==> config.mk <==
export PLATFORM = sky130hd
export DESIGN_NAME = inst_fetch_queue
export DESIGN_NICKNAME = d
export VERILOG_FILES = /design/src/rtl/inst_fetch_queue.sv
export SDC_FILE = /design/constraint.sdc
export NUM_CORES = 1
export LEC_CHECK = 0
export ABC_AREA = 0
export ABC_CLOCK_PERIOD_IN_PS = 3400
export BUFFER_PORTS_ARGS = -buffer_cell sky130_fd_sc_hd__buf_2
export CAP_MARGIN = 10
export CORE_ASPECT_RATIO = 0.7
export CORE_MARGIN = 4
export CORE_UTILIZATION = 45
export DETAILED_ROUTE_END_ITERATION = 16
export PLACE_DENSITY = 0.69
export SLEW_MARGIN = 30
export SYNTH_ARGS = -nofsm -noshare
export SYNTH_HDL_FRONTEND = slang
export SYNTH_SLANG_ARGS = --single-unit
export TNS_END_PERCENT = 1
==> constraint.sdc <==
create_clock -name clk -period 3.4 [get_ports clk]
set_input_delay 0.17 -clock clk [delete_from_list [all_inputs] [get_ports clk]]
set_output_delay 0.17 -clock clk [all_outputs]
set_load 0.02 [all_outputs]
==> src/rtl/inst_fetch_queue.sv <==
// Instruction-fetch front end: owns the PC, queues returned {pc, inst} pairs for
// decode, and turns branch redirects into a queue flush plus an abort pulse.
`timescale 1ns/1ps

module inst_fetch_queue #(
  parameter int              QUEUE_DEPTH = 4,
  parameter int              ADDR_W      = 32,
  parameter int              INST_W      = 32,
  parameter logic [ADDR_W-1:0] RESET_PC  = '0
) (
  input  logic                           clk,
  input  logic                           rst,
  output logic [ADDR_W-1:0]              fetch_addr_o,
  input  logic                           mem_rsp_valid_i,
  input  logic [ADDR_W-1:0]              mem_rsp_addr_i,
  input  logic [INST_W-1:0]              mem_rsp_inst_i,
  input  logic                           br_valid_i,
  input  logic [ADDR_W-1:0]              br_target_i,
  output logic                           br_flush_o,
  output logic                           dec_valid_o,
  input  logic                           dec_ready_i,
  output logic [INST_W-1:0]              dec_inst_o,
  output logic [ADDR_W-1:0]              dec_pc_o,
  output logic [$clog2(QUEUE_DEPTH):0]   q_count_o,
  output logic                           dbg_state_o
);

  localparam int PTR_W = $clog2(QUEUE_DEPTH);
  localparam int CNT_W = PTR_W + 1;

  typedef enum logic {
    ST_RUN   = 1'b0,
    ST_FLUSH = 1'b1
  } state_t;

  state_t             state;
  state_t             state_next;
  logic [ADDR_W-1:0]  pc;
  logic [ADDR_W-1:0]  pc_next;
  logic [ADDR_W-1:0]  redirect_pc;
  logic [PTR_W-1:0]   rd_ptr;
  logic [PTR_W-1:0]   wr_ptr;
  logic [CNT_W-1:0]   count;
  logic [CNT_W-1:0]   count_next;
  logic [ADDR_W-1:0]  pc_mem   [QUEUE_DEPTH];
  logic [INST_W-1:0]  inst_mem [QUEUE_DEPTH];
  logic               not_empty;
  logic               has_room;
  logic               push;
  logic               pop;
  logic               unused_target_bits;

  // Word alignment drops the low target bits.
  assign redirect_pc        = {br_target_i[ADDR_W-1:2], 2'b00};
  assign unused_target_bits = ^br_target_i[1:0];

  assign not_empty = (count != '0);
  assign pop       = not_empty & dec_ready_i & ~br_valid_i;
  // A full queue still accepts when the head leaves in the same cycle.
  assign has_room  = (count < CNT_W'(QUEUE_DEPTH)) | pop;
  assign push      = mem_rsp_valid_i & (state == ST_RUN) & ~br_valid_i
                   & (mem_rsp_addr_i == pc) & has_room;

  always_ff @(posedge clk or negedge rst) begin
    if (!rst) begin
      state <= ST_RUN;
    end else begin
      state <= state_next;
    end
  end

  always_comb begin
    state_next = ST_RUN;
    case (state)
      ST_RUN:   if (br_valid_i) state_next = ST_FLUSH;
      ST_FLUSH: if (br_valid_i) state_next = ST_FLUSH;
      default:  state_next = ST_RUN;
    endcase
  end

  always_comb begin
    pc_next = pc;
    if (br_valid_i) begin
      pc_next = redirect_pc;
    end else if (push) begin
      pc_next = pc + ADDR_W'(4);
    end
  end

  always_comb begin
    count_next = count;
    if (br_valid_i) begin
      count_next = '0;
    end else begin
      case ({push, pop})
        2'b10:   count_next = count + CNT_W'(1);
        2'b01:   count_next = count - CNT_W'(1);
        default: count_next = count;
      endcase
    end
  end

  always_ff @(posedge clk or negedge rst) begin
    if (!rst) begin
      pc     <= RESET_PC;
      count  <= '0;
      rd_ptr <= '0;
      wr_ptr <= '0;
    end else begin
      pc    <= pc_next;
      count <= count_next;
      if (br_valid_i) begin
        rd_ptr <= '0;
        wr_ptr <= '0;
      end else begin
        if (push) wr_ptr <= wr_ptr + PTR_W'(1);
        if (pop)  rd_ptr <= rd_ptr + PTR_W'(1);
      end
    end
  end

  // Storage needs no reset: the head is masked to zero whenever count is 0.
  always_ff @(posedge clk) begin
    if (push) begin
      pc_mem[wr_ptr]   <= pc;
      inst_mem[wr_ptr] <= mem_rsp_inst_i;
    end
  end

  assign fetch_addr_o = pc;
  assign br_flush_o   = (state == ST_FLUSH);
  assign dbg_state_o  = (state == ST_FLUSH);
  assign dec_valid_o  = not_empty;
  assign dec_pc_o     = not_empty ? pc_mem[rd_ptr]   : '0;
  assign dec_inst_o   = not_empty ? inst_mem[rd_ptr] : '0;
  assign q_count_o    = count;

endmodule

==> results of run 1 <==
-- cell usage after synthesis (all sizes together) --
cell type,count
ha,5
mux4,62
xor2,32
buf,20
a31oi,7
nand3,16
mux2i,12
nor2b,2
nor2,15
fa,1
edfxtp,248
or2,1
xnor2,3
a2111oi,1
nand2b,3
a21boi,1
and3,8
a21o,8
o211ai,5
clkbuf,22
a221o,1
nand4,7
a211oi,3
nor4b,3
o21ai,13
o31ai,8
nor3,9
nand2,31
and2,72
nor4,11
a22o,1
conb,1
mux2,13
a22oi,4
a211o,3
a221oi,1
inv,17
or3,5
or4,3
o31a,1
dfrtp,38
-- cells by family after synthesis --
group	synth area share [%]
AO/OA/AOI/OAI	3.40
flip-flops	68.6
buffers and inverters	2.38
other	0.0306
AND/OR/NAND/NOR	8.82
multiplexers	13.6
XOR/XNOR	2.50
adder cells (fa/ha/maj)	0.675
-- stage by stage --
step           util, %  total power, mW  setup TNS [ps]  hold slack [ps]
2_1_floorplan        -             4.18          -69750             -126
3_3_place_gp      51.8             4.38               0              387
3_5_place_dp      51.8             4.39               0              205
4_1_cts           57.4             7.43               0             55.0
5_1_grt           57.5             7.63               0             92.9
6_report          57.5             7.35               0             88.0
-- per-layer routing --
layer / routed length [um] / GRT usage, %
met1: 13200 / 29.2
met5: 11 / 0
met2: 13600 / 30.6
met3: 2370 / 4.34
met4: 433 / 3.58
-- what timing repair did --
action                     CTS  global route
gates resized for setup      0             1
setup endpoints to repair    0           217
hold buffers                63             0
hold endpoints to repair   196             0
-- layout make-up --
type                    count  share of cell area (%)
inverters                  17                   0.414
repair buffers            292                    13.0
clock inverters            18                   0.934
clock buffers              32                    4.79
multi-input cells         375                    23.3
well taps                 364                    2.96
flip-flops and latches    286                    54.6
-- tightest hold or removal path, stage by stage --
cell,delay (ps)
sky130_fd_sc_hd__buf_2,170
sky130_fd_sc_hd__nand3_1,100
sky130_fd_sc_hd__xor2_1,60
sky130_fd_sc_hd__nor2_1,80
-- power by group --
group	switching [mW]	total, mW	internal [mW]
registers	0.0792	3.94	3.86
clock network	1.27	2.97	1.70
logic	0.246	0.438	0.193
-- path summary, 6_finish.rpt --
path                                             start                     endpoint  slack [ps]
setup / recovery           fetch_addr_o[7]$_DFFE_PN0N_     inst_mem[1][4]$_DFFE_PP_         300
hold / removal                             dec_ready_i        rd_ptr[1]$_DFFE_PN0P_          90
setup reg to reg           fetch_addr_o[7]$_DFFE_PN0N_     inst_mem[1][4]$_DFFE_PP_         300
hold reg to reg                  wr_ptr[0]$_DFFE_PN0N_        wr_ptr[0]$_DFFE_PN0N_         590
max in group asynchronous                          rst        rd_ptr[0]$_DFFE_PN0P_        2810
min in group asynchronous                          rst  fetch_addr_o[2]$_DFFE_PN0N_         160
-- state kept, by name (all words and copies together) (netlist names) --
register	cells
rd_ptr	2
pc_mem	120
fetch_addr_o	30
q_count_o	3
wr_ptr	2
inst_mem	128
br_flush_o	1
==> results summary, run 1 <==
The flow ran to the end, and the final reports show no timing, DRC or antenna violations. The half-perimeter wire length after placement is 18800 um. The share of synthesized area occupied by flip-flops and latches is 68.6%.

The cell family contributing the most delay on the critical path is simple AND/OR/NAND/NOR gates. The number of hold violations in the final report is 0. The total grt overflow came out at 0. The post-route clock skew came out at 12.3 ps. The initial antenna violation count is 1. The worst ir drop on vdd came out at 375 uV. The library cell occupying the most area in the post-synthesis netlist is sky130_fd_sc_hd__edfxtp_1. For this run, the detailed router's first-pass iteration total came to 7. The count of state elements after synthesis is 286. The placer congestion estimate came out at 0.794.

The number of global-route vias before repair was 7682. The worst setup path is captured at a flop. The total CTS buffers is 28. The number of placed instances, taps included came out at 1270.

The synthesized instance count came out at 717. STA puts the critical path data required time at 3630 ps. The y dimension of the die came out at 146 um. Headroom to the max-slew limit came out at 55.2%. The clock reaches the later pin of the worst-skew pair after 540 ps. The maximum frequency from static timing analysis came out at 323 MHz.

The total of endpoints with negative setup slack in the final report came out at 0. The number of fillers in the final layout is 2132. The total number of placement rows came out at 50. The post-route non-filler standard cell count came out at 1384. The first-pass GRT wire length is 45200 um. The count of input and output buffers is 196. Together, buffers and inverters on the worst path number 2. By startpoint and endpoint, the worst setup path is classified as reg -> reg. Counting I/O delays and the setup requirement, the final critical path takes 3100 ps. The tool flagged a number of max-cap violations equal to 0. The final cell area excluding filler cells came out at 0.0154 sq mm. The arrival time of the worst setup path came out at 3330 ps.

The area of the mapped netlist came out at 0.0122 sq mm. The cell area after placement is 0.0139 sq mm. After layout, the worst setup slack is 304 ps. The largest single stage delay on the critical path is 530 ps. Cells with a size suffix above 1 make up 35.9% of the layout. The count of inserted antenna diode cells came out at 0. The number of levels the H-tree was split into is 1. The post-CTS setup buffer count is 0. The final worst-path cycle share is 91.1%.

Ranked by total cell area, the synthesized netlist is headed by sky130_fd_sc_hd__edfxtp_1 (61%), sky130_fd_sc_hd__mux4_2 (11%), sky130_fd_sc_hd__dfrtp_1 (7.8%). The largest individual stage delay along the critical path comes from the cell sky130_fd_sc_hd__nor4_2. The remaining routing DRC violations came out at 0. In the final layout, the multi-input gates occupy 0.00359 sq mm. Clock tree synthesis found a total of 286 sinks. The buffer type at the clock tree root is sky130_fd_sc_hd__clkbuf_16. After clock tree synthesis, the clock-pin slew on the worst setup and hold paths is 60 ps. The count of distinct cell types in the synthesized netlist is 54. The maximum number of buffers from clock root to sink came out at 3. The growth of design area from synthesis to finish came out at 25.8%.

The final layout contains routed wiring with a total length of 29700 um. The logic depth of the worst register-to-register path is 7. The TritonCTS clock tree is yes. The critical path depth came out at 7. The initial core utilization is 45.7%. The number of DRC violations after detailed-routing iteration 0 is 425. The worst setup slack after placement is 88.6 ps. Each instance of the synthesized netlist takes up on average 17.1 sq um. The tightest min-delay check is of the in -> reg type. The number of stages on the worst hold path is 4. The synthesis warning total is 0.

From left edge to right edge, the die measures 205 um. The peak fanout along the critical path came out at 28. The sequential cells in the finished layout cover a total of 0.00841 sq mm.

Setup repair after global routing left no endpoint under its margin. In this run the power density over the cells is 478 mW/mm^2. The core region is 0.0268 sq mm. STA classifies the critical path startpoint as a flop. The critical path goes through xor2_1 > nor4_2 > nand3_2 > nor4_2 > buf_4 > and2_4 > buf_12. The post-detailed-route count of antenna-violating nets came out at 0. The pin count of the biggest net entering global routing came out at 66.

The area share of the largest cell type after synthesis came out at 60.8%. The overall track demand over capacity in global routing came out at 19.7%. At the end of the flow, the number of nets in the layout was 1107.

The analysis attributes to cell leakage a power of 5.70 nW. 203 I/O pins were placed. The library cell used most frequently in the layout, excluding fill and tap cells, is sky130_fd_sc_hd__edfxtp_1. In the routed layout, each cell is associated on average with a via count of 5.38. The die area came out at 0.0299 sq mm. The transition at the pin with the smallest max-transition slack came out at 673 ps. After detailed routing, the average wire length per cell comes to 21.4 um. The library cells used most frequently in the layout, excluding fill and tap cells, are sky130_fd_sc_hd__edfxtp_1 (248), sky130_fd_sc_hd__buf_2 (195), sky130_fd_sc_hd__and2_1 (68), sky130_fd_sc_hd__dlygate4sd3_1 (63), sky130_fd_sc_hd__mux4_2 (62). Among the stages of the critical path, the cell type that occurs most often is sky130_fd_sc_hd__nor4_2.

The number of vias in the routed layout came out at 7445. The number of pins exceeding their max-slew limit in the final report came to 0.
No activity file was read; power rests on OpenSTA's default activity.
==> inputs of run 2 (changes only) <==
Settings changed: CTS_BUF_LIST set to sky130_fd_sc_hd__clkbuf_16.
==> results summary, run 2 (synthesis results as in run 1) <==
The run finished with clean final reports. The buffer type at the clock tree root is sky130_fd_sc_hd__clkbuf_16. Setup repair after global routing left no endpoint under its margin.

Walking the worst path, the cells encountered are xor2_1 > nor4_2 > nand3_2 > nor4_2 > buf_4 > and2_4 > buf_12. The critical path class is reg -> reg. In the finished design, the share of the clock period the worst path needs comes to 90.4%.

The count of boundary I/O pins is 203. The startpoint of the lowest-slack hold path is dec_ready_i. The die width is 205 um. The maximum number of buffers from clock root to sink came out at 3. The required time at the endpoint of the critical path is 3630 ps. Overall power consumption after layout is estimated at 7.35 mW. The ratio of cells with drive above 1 in the final layout is 35.9%. In this run the cell area measured after placement is 0.0139 sq mm.

The most numerous cell type found on the critical path is sky130_fd_sc_hd__nor4_2. The number of stages on the worst hold path is 4. The CTS clock-pin slew for the worst setup and hold paths came out at 60 ps. The initial antenna violation count came out at 1. The category of the worst setup path capture point is a flop.

The worst hold path terminates at rd_ptr[1]$_DFFE_PN0P_. The minimum clock period is 3070 ps. The clock insertion delay at the later pin of the skew report came out at 540 ps.

The overall track demand over capacity in global routing is 19.7%. The maximum frequency from static timing analysis is 325 MHz. The final-stage net count is 1107. The worst pin sits at a relative slew slack of 55.3%.

The number of vias in the routed layout is 7441. The first global-routing pass estimated 45200 um of wire. Once detail routing completed, the nets flagged for antenna violations numbered 0.

After the first detailed-routing iteration, the DRC count stood at 428. The die area is 0.0299 sq mm. The remaining routing DRC violations came out at 0. The peak fanout along the critical path is 28. The kind of cell with the highest combined delay on the critical path is simple AND/OR/NAND/NOR gates. The analysis attributes to cell leakage a power of 5.71 nW. The worst register-to-register path begins at fetch_addr_o[7]$_DFFE_PN0N_. The number of levels the H-tree was split into is 1. The number of flip-flops under the largest register name came out at 128. The arrival time of the worst setup path came out at 3300 ps.

The worst register-to-register path ends at inst_mem[1][4]$_DFFE_PP_. The pin count of the biggest net entering global routing came out at 66. The type of origin of the critical path is a flop. The number of detailed-route iterations in the first pass came out at 7. The register with the most flip-flops in the final layout is inst_mem.

Counting buffers and inverters, the worst setup path is 7 cells deep. The number of global-route vias before repair is 7681. The logic depth of the worst register-to-register path is 7.

The total of endpoints with negative setup slack in the final report is 0. The total CTS buffers is 28. The type of the worst min-delay path is in -> reg. Measured along the y axis, the die boundary spans 146 um.

The number of hold violations in the final report is 0. The maximum cell stage delay along the critical path came out at 510 ps. The final cell area excluding filler cells is 0.0154 sq mm. The library cells used most frequently in the layout, excluding fill and tap cells, are sky130_fd_sc_hd__edfxtp_1 (248), sky130_fd_sc_hd__buf_2 (195), sky130_fd_sc_hd__and2_1 (68), sky130_fd_sc_hd__dlygate4sd3_1 (63), sky130_fd_sc_hd__mux4_2 (62). Counting every sink on the clock net gives 286. In this run the core area contains 50 standard-cell rows. The overall routed net length came out at 29700 um. The half-perimeter wire length after placement came out at 18800 um. 0 antenna diodes ended up in the layout. The setup slack on the worst flop-to-flop path is 330 ps. The initial core utilization is 45.7%. Buffers placed on the I/O ports in this run total 196. The placer congestion estimate came out at 0.794.

The library cell used most frequently in the layout, excluding fill and tap cells, is sky130_fd_sc_hd__edfxtp_1. The critical path contains buffers and inverters numbering 2 combined. On the critical path, the stage with the largest delay is an instance of sky130_fd_sc_hd__dfrtp_1.

Compared with the post-synthesis result, the final layout area differs by 25.8%. The mean number of vias per cell came out at 5.38. The post-route clock skew came out at 12.5 ps. For this design the ratio of total power to cell area is 477 mW/mm^2. In the final routed layout, each cell accounts on average for 21.4 um. The area of the core came out at 0.0268 sq mm. The number of pins exceeding their max-slew limit in the final report is 0.

For this run the aggregate overflow at the end of global routing stands at 0. The transition at the pin with the smallest max-transition slack came out at 670 ps. Across the run, the number of max-cap violations was 0. TritonCTS built the clock tree.

The worst-case IR drop observed on VDD is 375 uV.
## run 2: worst max-delay path by stage
stage                                 from                        end  slack, ps
2_1_floorplan  fetch_addr_o[7]$_DFFE_PN0N_   inst_mem[1][0]$_DFFE_PP_       -370
3_3_place_gp   fetch_addr_o[7]$_DFFE_PN0N_  inst_mem[0][16]$_DFFE_PP_        110
3_5_place_dp   fetch_addr_o[7]$_DFFE_PN0N_  inst_mem[0][16]$_DFFE_PP_         90
4_1_cts        fetch_addr_o[7]$_DFFE_PN0N_   inst_mem[0][5]$_DFFE_PP_         70
5_1_grt        fetch_addr_o[7]$_DFFE_PN0N_   inst_mem[0][5]$_DFFE_PP_        170
6_report       fetch_addr_o[7]$_DFFE_PN0N_   inst_mem[1][4]$_DFFE_PP_        330
## run 2: area by class of cell
| type | instances | area, sq um |
|---|---|---|
| fill | 2132 | 11400 |
| sequential | 286 | 8410 |
| multi-input combinational | 375 | 3590 |
| timing repair buffer | 292 | 2000 |
| clock buffer | 29 | 726 |
| tap | 364 | 455 |
| clock inverter | 21 | 155 |
| inverter | 17 | 63.8 |
## run 2: worst reg2reg max path: cells and delay by family (launching register included)
kind                      cells  cell delay [ps]
buffers and inverters         2              440
and+or+nand+nor               4             1570
DFF                           1              510
xor gates and xnor gates      1              220
## run 2: per-stage QoR
| step | setup slack [ps] | hold slack, ps | setup TNS, ps | util (%) | std cells |
|---|---|---|---|---|---|
| 5_1_grt | 175 | 92.9 | 0 | 57.5 | 1384 |
| 3_3_place_gp | 111 | 387 | 0 | 51.8 | 1270 |
| 4_1_cts | 71.5 | 55.0 | 0 | 57.4 | 1383 |
| 3_5_place_dp | 88.6 | 205 | 0 | 51.8 | 1270 |
| 2_1_floorplan | -375 | -126 | -69750 | - | 720 |
| 6_report | 327 | 88.0 | 0 | 57.5 | 1384 |
## run 2: repair_timing
action	in CTS	in global routing
endpoints found under the setup margin	0	217
gates resized for setup	0	1
hold endpoints to repair	196	0
hold buffers	63	0
setup buffers	0	0
## run 2: power by group
part / internal, mW / leakage (nW) / total (mW) / switching [mW]
combinational: 0.193 / 2.57 / 0.439 / 0.246
sequential: 3.86 / 2.70 / 3.94 / 0.0793
clock: 1.69 / 0.448 / 2.97 / 1.28
total: 5.75 / 5.71 / 7.35 / 1.60
## run 2: per-layer routing
metal / up-vias / part of all wire [%] / GRT usage [%]
li1: 3353 / - / -
met1: 3776 / 45 / 29.2
met2: 270 / 46 / 30.6
met3: 40 / 7.4 / 4.34
met4: 2 / 1.5 / 3.58
met5: - / 0.037 / 0
